## src/rtl/fp_addsub_pkg.sv

```systemverilog
// Shared types and constants for the FP add/sub sequencer.
// Widths, one-hot state encoding, mantissa-compare and bypass codes.
package fp_addsub_pkg;

    localparam int EXP_W_DEF  = 8;
    localparam int MANT_W_DEF = 23;

    typedef enum logic [6:0] {
        S_IDLE  = 7'b0000001,
        S_ALIGN = 7'b0000010,
        S_ADD   = 7'b0000100,
        S_NORM  = 7'b0001000,
        S_ROUND = 7'b0010000,
        S_FIX   = 7'b0100000,
        S_DONE  = 7'b1000000
    } state_e;

    localparam logic [1:0] CMP_LT = 2'b10;
    localparam logic [1:0] CMP_GT = 2'b01;
    localparam logic [1:0] CMP_EQ = 2'b00;

    localparam logic [1:0] BYP_NONE = 2'b00;
    localparam logic [1:0] BYP_A    = 2'b01;
    localparam logic [1:0] BYP_B    = 2'b10;

endpackage

```

## src/rtl/fp_addsub_sign_ctl.sv

```systemverilog
// Effective-operation, invert-control and result-sign decode.
// Purely combinational; registered by the sequencer on acceptance.
module fp_addsub_sign_ctl
    import fp_addsub_pkg::*;
(
    input  logic       op_i,
    input  logic       sign_a_i,
    input  logic       sign_b_i,
    input  logic       zero_d_i,
    input  logic       a_exp_gt_i,
    input  logic [1:0] cmp_i,
    output logic       sb_o,
    output logic       eff_o,
    output logic       inv1_o,
    output logic       inv2_o,
    output logic       sign_o
);

    logic sb;
    logic eff;

    assign sb     = sign_b_i ^ op_i;
    assign eff    = sign_a_i ^ sb;
    assign sb_o   = sb;
    assign eff_o  = eff;
    assign inv1_o = eff & (~zero_d_i | cmp_i[1]);
    assign inv2_o = eff & zero_d_i & ~cmp_i[1];

    always_comb begin
        sign_o = sign_a_i;
        if (eff) begin
            if (zero_d_i && cmp_i == CMP_EQ) begin
                sign_o = 1'b0;
            end else if (!zero_d_i) begin
                sign_o = a_exp_gt_i ? sign_a_i : sb;
            end else begin
                sign_o = cmp_i[0] ? sign_a_i : sb;
            end
        end
    end

endmodule

```

## src/rtl/fp_addsub_sequencer.sv

```systemverilog
// FSM controller stepping the shared FP add/sub mantissa datapath.
// Optional zero-operand shortcut enabled by ADDSUB_ZERO_BYPASS_EN.
module fp_addsub_sequencer
    import fp_addsub_pkg::*;
#(
    parameter int EXP_W  = EXP_W_DEF,
    parameter int MANT_W = MANT_W_DEF
) (
    input  logic             clk,
    input  logic             rst,
    input  logic             in_valid,
    output logic             in_ready,
    input  logic             op,
    input  logic             sign_a,
    input  logic             sign_b,
    input  logic             a_exp_gt,
    input  logic             zero_d,
    input  logic [EXP_W-1:0] exp_diff,
    input  logic [1:0]       cmp,
    input  logic             zero_a,
    input  logic             zero_b,
    input  logic             dp_msb,
    input  logic             dp_carry,
    input  logic             dp_zero,
    input  logic             dp_exp_min,
    output logic             ld_operands,
    output logic             align_shift,
    output logic             inv1,
    output logic             inv2,
    output logic             add_en,
    output logic             norm_shl,
    output logic             norm_shr,
    output logic             round_en,
    output logic [1:0]       bypass_sel,
    output logic             result_sign,
    output logic             result_zero,
    output logic             out_valid,
    input  logic             out_ready
);

    localparam int SAT = MANT_W + 3;
    localparam int CW  = $clog2(SAT + 1);
    localparam int SW  = $clog2(MANT_W + 2);

    state_e        state_q;
    logic [CW-1:0] cnt_q;
    logic [SW-1:0] shl_q;
    logic          inv1_q;
    logic          inv2_q;
    logic          pend_q;
    logic          sign_q;
    logic          zero_q;
    logic          ld_q;

    logic          sb_w;
    logic          inv1_w;
    logic          inv2_w;
    logic          sign_w;
    logic          unused_eff;
    logic          accept;
    logic          shl_go;
    logic          busy;
    logic [CW-1:0] s_w;

    fp_addsub_sign_ctl u_sign_ctl (
        .op_i       (op),
        .sign_a_i   (sign_a),
        .sign_b_i   (sign_b),
        .zero_d_i   (zero_d),
        .a_exp_gt_i (a_exp_gt),
        .cmp_i      (cmp),
        .sb_o       (sb_w),
        .eff_o      (unused_eff),
        .inv1_o     (inv1_w),
        .inv2_o     (inv2_w),
        .sign_o     (sign_w)
    );

    assign accept = in_valid & in_ready;
    assign s_w    = (exp_diff > EXP_W'(SAT)) ? CW'(SAT) : CW'(exp_diff);
    assign shl_go = ~dp_msb & (shl_q < SW'(MANT_W + 1)) & ~dp_exp_min;
    assign busy   = (state_q != S_IDLE) & (state_q != S_DONE);

    assign in_ready    = (state_q == S_IDLE) & ~rst;
    assign ld_operands = ld_q;
    assign align_shift = (state_q == S_ALIGN) & (cnt_q != '0);
    assign add_en      = state_q == S_ADD;
    assign round_en    = state_q == S_ROUND;
    assign out_valid   = state_q == S_DONE;
    assign inv1        = inv1_q & busy;
    assign inv2        = inv2_q & busy;
    assign result_sign = sign_q;
    assign result_zero = zero_q;

    // Normalize strobes follow the live datapath flags so each shift sees
    // the sum produced by the previous one.
    assign norm_shr = ((state_q == S_NORM) | (state_q == S_FIX)) & dp_carry;
    assign norm_shl = (state_q == S_NORM) & ~dp_carry & ~dp_zero & shl_go;

`ifdef ADDSUB_ZERO_BYPASS_EN
    logic [1:0] byp_q;
    assign bypass_sel = byp_q;
`else
    logic unused_zero;
    assign unused_zero = zero_a | zero_b | sb_w;
    assign bypass_sel  = BYP_NONE;
`endif

    always_ff @(posedge clk or posedge rst) begin
        if (rst) begin
            state_q <= S_IDLE;
            cnt_q   <= '0;
            shl_q   <= '0;
            inv1_q  <= 1'b0;
            inv2_q  <= 1'b0;
            pend_q  <= 1'b0;
            sign_q  <= 1'b0;
            zero_q  <= 1'b0;
            ld_q    <= 1'b0;
`ifdef ADDSUB_ZERO_BYPASS_EN
            byp_q   <= BYP_NONE;
`endif
        end else begin
            ld_q <= 1'b0;
            unique case (state_q)
                S_IDLE: begin
                    if (accept) begin
                        inv1_q  <= inv1_w;
                        inv2_q  <= inv2_w;
                        pend_q  <= sign_w;
                        sign_q  <= 1'b0;
                        zero_q  <= 1'b0;
                        cnt_q   <= s_w;
                        shl_q   <= '0;
                        state_q <= S_ALIGN;
                        ld_q    <= 1'b1;
`ifdef ADDSUB_ZERO_BYPASS_EN
                        byp_q   <= BYP_NONE;
                        if (zero_a | zero_b) begin
                            state_q <= S_DONE;
                            ld_q    <= 1'b0;
                            byp_q   <= (zero_a & ~zero_b) ? BYP_B : BYP_A;
                            zero_q  <= zero_a & zero_b;
                            if (zero_a & zero_b) begin
                                sign_q <= sign_a & sb_w;
                            end else begin
                                sign_q <= zero_a ? sb_w : sign_a;
                            end
                        end
`endif
                    end
                end
                S_ALIGN: begin
                    if (cnt_q != '0) begin
                        cnt_q <= cnt_q - CW'(1);
                    end
                    if (cnt_q <= CW'(1)) begin
                        state_q <= S_ADD;
                        sign_q  <= pend_q;
                    end
                end
                S_ADD: begin
                    state_q <= S_NORM;
                end
                S_NORM: begin
                    if (dp_carry) begin
                        state_q <= S_ROUND;
                    end else if (dp_zero) begin
                        zero_q  <= 1'b1;
                        sign_q  <= 1'b0;
                        state_q <= S_ROUND;
                    end else if (shl_go) begin
                        shl_q <= shl_q + SW'(1);
                    end else begin
                        state_q <= S_ROUND;
                    end
                end
                S_ROUND: begin
                    state_q <= S_FIX;
                end
                S_FIX: begin
                    state_q <= S_DONE;
                end
                S_DONE: begin
                    if (out_ready) begin
                        state_q <= S_IDLE;
                    end
                end
                default: begin
                    state_q <= S_IDLE;
                end
            endcase
        end
    end

endmodule

```

## config.mk

```make
export PLATFORM = sky130hd
export DESIGN_NAME = fp_addsub_sequencer
export DESIGN_NICKNAME = d
export VERILOG_FILES = /design/src/rtl/fp_addsub_pkg.sv /design/src/rtl/fp_addsub_sign_ctl.sv /design/src/rtl/fp_addsub_sequencer.sv
export SDC_FILE = /design/constraint.sdc
export NUM_CORES = 1
export LEC_CHECK = 0
export ABC_AREA = 1
export CAP_MARGIN = 5
export CELL_PAD_IN_SITES_DETAIL_PLACEMENT = 0
export CELL_PAD_IN_SITES_GLOBAL_PLACEMENT = 1
export CORE_AREA = 2 2 73 75
export DETAILED_ROUTE_END_ITERATION = 8
export DIE_AREA = 0 0 75 77
export PLACE_DENSITY_LB_ADDON = 0.1
export SLEW_MARGIN = 10
export SYNTH_ARGS = -nofsm -noshare
export SYNTH_HDL_FRONTEND = slang
export SYNTH_SLANG_ARGS = --single-unit
```

## constraint.sdc

```tcl
create_clock -name clk -period 1.9 [get_ports clk]
set_input_delay 0.38 -clock clk [delete_from_list [all_inputs] [get_ports clk]]
set_output_delay 0.38 -clock clk [all_outputs]
set_load 0.05 [all_outputs]
```

## Yosys cells after proc, flatten, opt, wreduce, memory -nomap -nowiden

Cells that the tools add are included.

| cells by class | value |
|---|---|
| add/sub/neg operators | 2 |
| order comparisons | 3 |
| equality and inequality tests | 18 |
| mux-type cells | 31 |
| bitwise gates (word level) | 26 |
| reduce and logical (&&, ||, !) cells | 12 |

Operators by type and width:

| kind | number |
|---|---|
| $pmux W7 S7 | 1 |
| $mux W7 | 6 |
| $mux W5 | 7 |
| $pmux W5 S2 | 2 |
| $and A1 B1 Y1 | 15 |
| $mux W1 | 13 |
| $ne A2 B2 Y1 const B | 5 |
| $reduce_and A5 Y1 | 2 |
| $gt A8 B5 Y1 const B | 1 |
| $reduce_and A4 Y1 | 2 |
| $eq A7 B1 Y1 const B | 1 |
| $eq A7 B2 Y1 const B | 1 |
| $eq A7 B3 Y1 const B | 1 |
| $eq A7 B4 Y1 const B | 1 |
| $eq A7 B5 Y1 const B | 1 |
| $eq A7 B6 Y1 const B | 1 |
| $eq A7 B7 Y1 const B | 1 |
| $ne A7 B1 Y1 const B | 1 |
| $ne A7 B7 Y1 const B | 1 |
| $not A1 Y1 | 7 |
| $ne A2 B1 Y1 const B | 3 |
| $add A5 B1 Y5 const B | 1 |
| $le A5 B1 Y1 const B | 1 |
| $lt A5 B5 Y1 const B | 1 |
| other kinds (13) | 16 |

| storage, ports and cells | value |
|---|---|
| register bits after elaboration | 23 |
| input port bits | 25 |
| output and inout port bits | 14 |
| logic and storage cells | 101 |

## Logic depth before layout (Yosys ltp)

| depth | value |
|---|---|
| word-level depth | 7 |
| depth in mapped cells | 10 |
| depth with buffers taken out | 10 |

## By module

Synthesis repeated with hierarchy kept, for this count alone.

| second synthesis, totals | value |
|---|---|
| cells, all modules | 233 |
| area total of the unflattened synthesis | 1616.6 um^2 |

Modules (own cells, without submodules):

| module | instances | cells an instance | area an instance (um^2) | seq. area each (um^2) |
|---|---|---|---|---|
| fp_addsub_sequencer | 1 | 207 | 1502.7 | 576.8 |
| fp_addsub_sign_ctl | 1 | 26 | 113.9 | 0.0 |

## Worst setup path before layout

Ideal clock, no wire load.

| timing path | value |
|---|---|
| path kind | flip-flop to output port |
| start | reg state_q[1] |
| end | out inv1 |
| arrival time | 2.168 ns |
| required time | 1.520 ns |
| path slack | -0.648 ns |
| cell stages (with the launch flop) | 6 |
| buffers on the path | 0 |
| cells stage by stage | dfrtp_1 nor2_1 nand2_1 nor3_1 or2_2 nor2_1 |

| between the ends | value |
|---|---|
| word-level cells in the longest chain between the ends | 3 |
| elaborated cells between the ends (all ways) | 4 |
| those cells by class | eq/ne: 2; bitwise: 2 |

Ends and longest elaborated chain:

| what | RTL line | RTL |
|---|---|---|
| start: declaration | fp_addsub_sequencer.sv:45 | `state_e state_q;` |
| start signal: assignment | fp_addsub_sequencer.sv:111 | `state_q <= S_IDLE;` |
| start signal: assignment | fp_addsub_sequencer.sv:135 | `state_q <= S_ALIGN;` |
| start signal: assignment | fp_addsub_sequencer.sv:158 | `state_q <= S_ADD;` |
| $ne A7 B1 Y1 or $ne A7 B7 Y1 (tied branches) | fp_addsub_sequencer.sv:82 | `assign busy = (state_q != S_IDLE) & (state_q != S_DONE);` |
| $and A1 B1 Y1 (*) | fp_addsub_sequencer.sv:82 |  |
| $and A1 B1 Y1 (*) | fp_addsub_sequencer.sv:90 | `assign inv1 = inv1_q & busy;` |
| end: declaration | fp_addsub_sequencer.sv:28 | `output logic inv1,` |

Mark *: on every way between the ends. The rest lies on a longest branch, timed or not.

## Final worst setup path

| timing path | value |
|---|---|
| start | reg state_q[0] |
| end | out inv2 |

| between the ends | value |
|---|---|
| word-level cells in the longest chain between the ends | 3 |
| elaborated cells between the ends (all ways) | 4 |
| those cells by class | eq/ne: 2; bitwise: 2 |

Ends and longest elaborated chain:

| what | RTL line | RTL |
|---|---|---|
| $ne A7 B1 Y1 or $ne A7 B7 Y1 (tied branches) | fp_addsub_sequencer.sv:82 |  |
| $and A1 B1 Y1 (*) | fp_addsub_sequencer.sv:82 |  |
| $and A1 B1 Y1 (*) | fp_addsub_sequencer.sv:91 | `assign inv2 = inv2_q & busy;` |
| end: declaration | fp_addsub_sequencer.sv:29 | `output logic inv2,` |

Marked as above.

==> impl_metrics.ini <==
[outcome]
status = complete, but fails checks
failing_checks = setup timing

[drt]
route.detailed.drc = 0
route.detailed.wl_per_inst_um = 10.9
drt-vias-per-instance = 4.45
postRouteWirelength_um = 3930
num_vias = 1602
drt_pre_antenna_iters = 4
detail-route-antenna-nets = 0
1st_iter_drt_viols = 65

[worst_setup_path]
cp_data_arrival_time_ps = 1540
slowest_delay_ps = 570
worstPathCellList = nor2_2, nand2_2, nor3_4, or2_4, nor2_4, buf_12
critical_path_required_ps = 1520
slowest_stage = dfstp_2
worst_path_maximum_fanout = 4
end_kind = output port
worst-setup-path-type = flip-flop to output port
cp-start-kind = flip-flop

[yosys]
yosysWarningCount = 0
sequential_cell_area_fraction_in_the_yosys_report = 0.342
flip_flop_and_latch_count_after_synthesis = 23
synthCells = 241
share_of_the_synthesized_area_in_the_top_cell_type = 0.326
syn_area_um2 = 1690
synthFlopType = dfrtp_1
post_synth_most_frequent_cells = nand2_1, inv_1, nor2_1, dfrtp_1, nand3_1
async_reset_ff_frac = 1.00
synth.lib_cells_used.distinct = 29
synth-edff-count = 0
synth_area_leader_cell = dfrtp_1
syn_avg_cell_area_um2 = 7.00
post-synth-top-count-cell = nand2_1
netlist_top_cells_area = dfrtp_1, nand2_1, inv_1

[cells_and_area]
multi_input_area_um2 = 1040
layout-area-overhead-vs-synth_pct = 43.7
final_cell_area_um2 = 2430
antenna-diode-count = 0
fill_cells = 528
layout-drive-gt1-share = 0.266
finalNetCount = 319
ff_latch_area_um2 = 579

[floorplan]
std_cell_rows = 26
placeableCoreArea_um2 = 4980
initial_core_util = 0.339
chipHeight_um = 77
chipWidth_um = 75
floorplan.die_area_um2 = 5780
num_io_pins = 39

[timing]
report.final.slew_viol_count = 0
setup_total_negative_slack_ps = -36.1
setup_repair_after_global_routing_missed_its_margin = true
achievable-frequency_mhz = 521
final-setup-viol-count = 2
finalCritPeriodShare = 1.01
timing.hold.ws_ps = 483
hold_viol_final = 0
timing.final.crit_period_ps = 1920
timing.clock.skew_ps = 6.75
layout_setup_ws_ps = -18.7

[clocking]
clk_latency_ps = 270
clock_tree.buffer_depth = 2
cts_tree = built
cts.reportedPaths.clkPinSlew_ps = 90
clk_root_buffer_cell = clkbuf_8
cts_max_level = 1
cts.sink_count = 23
tritoncts.num_buffers = 3

[placed_design]
io_buffer_count = 34
post-dp-hpwl_um = 2990
placement.cell_area_um2 = 2240
place_congestion = 0.785

[global_routing]
antenna_found_initial = 0
remaining_overflow_grt = 0
grt_pass1_wl_um = 6640
pin_count_of_the_biggest_net_entering_global_routing = 24
grt_util_all_layers = 0.146
number_of_global_route_vias_before_repair = 1470

[job]
cap_viol_max_count = 0

[hold_path]
hold_path_class = flip-flop to flip-flop

[power]
powerDensity_nw_per_um2 = 1310
worst_supply_voltage_drop_on_vdd_uv = 669
p_leak_nw = 1.22
-- path summary, 6_finish.rpt --
check,slack (ps),to,from,depth (start not counted)
hold / removal,480,result_sign$_DFFE_PP0P_,result_sign$_DFFE_PP0P_,2
setup / recovery,-20,inv2,state_q[0]$_DFFE_PP1P_,6
setup reg to reg,290,result_sign$_DFFE_PP0P_,state_q[5]$_DFFE_PP0P_,10
min in group asynchronous,700,cnt_q[1]$_DFFE_PP0P_,rst,3
hold reg to reg,480,result_sign$_DFFE_PP0P_,result_sign$_DFFE_PP0P_,2
max in group asynchronous,910,state_q[0]$_DFFE_PP1P_,rst,3
-- routing by layer --
| metal | vias up | global-route usage | routed length, um |
|---|---|---|---|
| met2 | 24 | 0.227 | 1840 |
| li1 | 855 | - | - |
| met5 | - | 0 | 0 |
| met3 | 4 | 0.0223 | 111 |
| met4 | 0 | 0.0375 | 36 |
| met1 | 719 | 0.208 | 1940 |
-- where the power goes --
part / internal [W] / switching, W / total (W)
Clock: 0.000150 / 0.000166 / 0.000316
Sequential: 0.000640 / 0.000116 / 0.000756
Combinational: 0.000870 / 0.00123 / 0.00210
Total: 0.00166 / 0.00152 / 0.00317
-- state kept, by name, indices dropped and copies added, names as in the netlist --
signal,count
result_zero,1
inv1_q,1
state_q,7
pend_q,1
ld_operands,1
result_sign,1
cnt_q,5
shl_q,5
inv2_q,1
-- worst max-delay path: cells and delay by family (launching register included) --
kind,cells,cell delay (ps)
flip-flops,1,570
AND/OR/NAND/NOR,5,560
buffers and inverters,1,140
-- final cells by class --
type | instances | area share
Tap cell | 70 | 0.0361
Inverter | 39 | 0.0619
Sequential cell | 23 | 0.239
Timing Repair Buffer | 47 | 0.217
Clock buffer | 4 | 0.0186
Multi-Input combinational cell | 177 | 0.428
-- stage by stage --
| stage | total power, W | instances | utilization | setup slack [ps] |
|---|---|---|---|---|
| 2_1_floorplan | 0.00208 | 242 | - | -20.4 |
| 3_3_place_gp | 0.00264 | 348 | 0.450 | 100 |
| 3_5_place_dp | 0.00264 | 348 | 0.450 | 76.3 |
| 4_1_cts | 0.00309 | 355 | 0.473 | -39.7 |
| 5_1_grt | 0.00345 | 360 | 0.487 | -89.9 |
| 6_report | 0.00317 | 360 | 0.487 | -18.7 |
-- kinds of logic after synthesis --
family          synth area share
fa+ha+maj                 0.0222
compound gates            0.0741
other cells              0.00222
buf+inv                    0.103
simple gates               0.441
xor+xnor                  0.0156
flops                      0.342
-- layout by cell type (no fill, tap or decap), drive strengths merged --
| master | netlist | final |
|---|---|---|
| or2 | 1 | 1 |
| nand2 | 78 | 78 |
| xnor2 | 3 | 3 |
| nand4 | 8 | 8 |
| conb | 1 | 2 |
| a21oi | 6 | 6 |
| a21boi | 1 | 1 |
| dfstp | 1 | 1 |
| inv | 38 | 38 |
| nor2 | 36 | 36 |
| o21ai | 13 | 13 |
| buf | 3 | 23 |
| nand3 | 19 | 19 |
| nor3 | 5 | 5 |
| clkdlybuf4s50 | 0 | 24 |
| clkinv | 1 | 1 |
| nand3b | 2 | 2 |
| ha | 3 | 3 |
| dfrtp | 22 | 22 |
| clkbuf | 0 | 4 |
-- timing repair --
item | in CTS | in global routing
setup endpoints to repair | 5 | 7
pin swaps | 5 | 10
hold buffers | 0 | 0
resized for setup | 12 | 13
buffers inserted | 3 | 5
No activity file was read; power rests on OpenSTA's default activity.
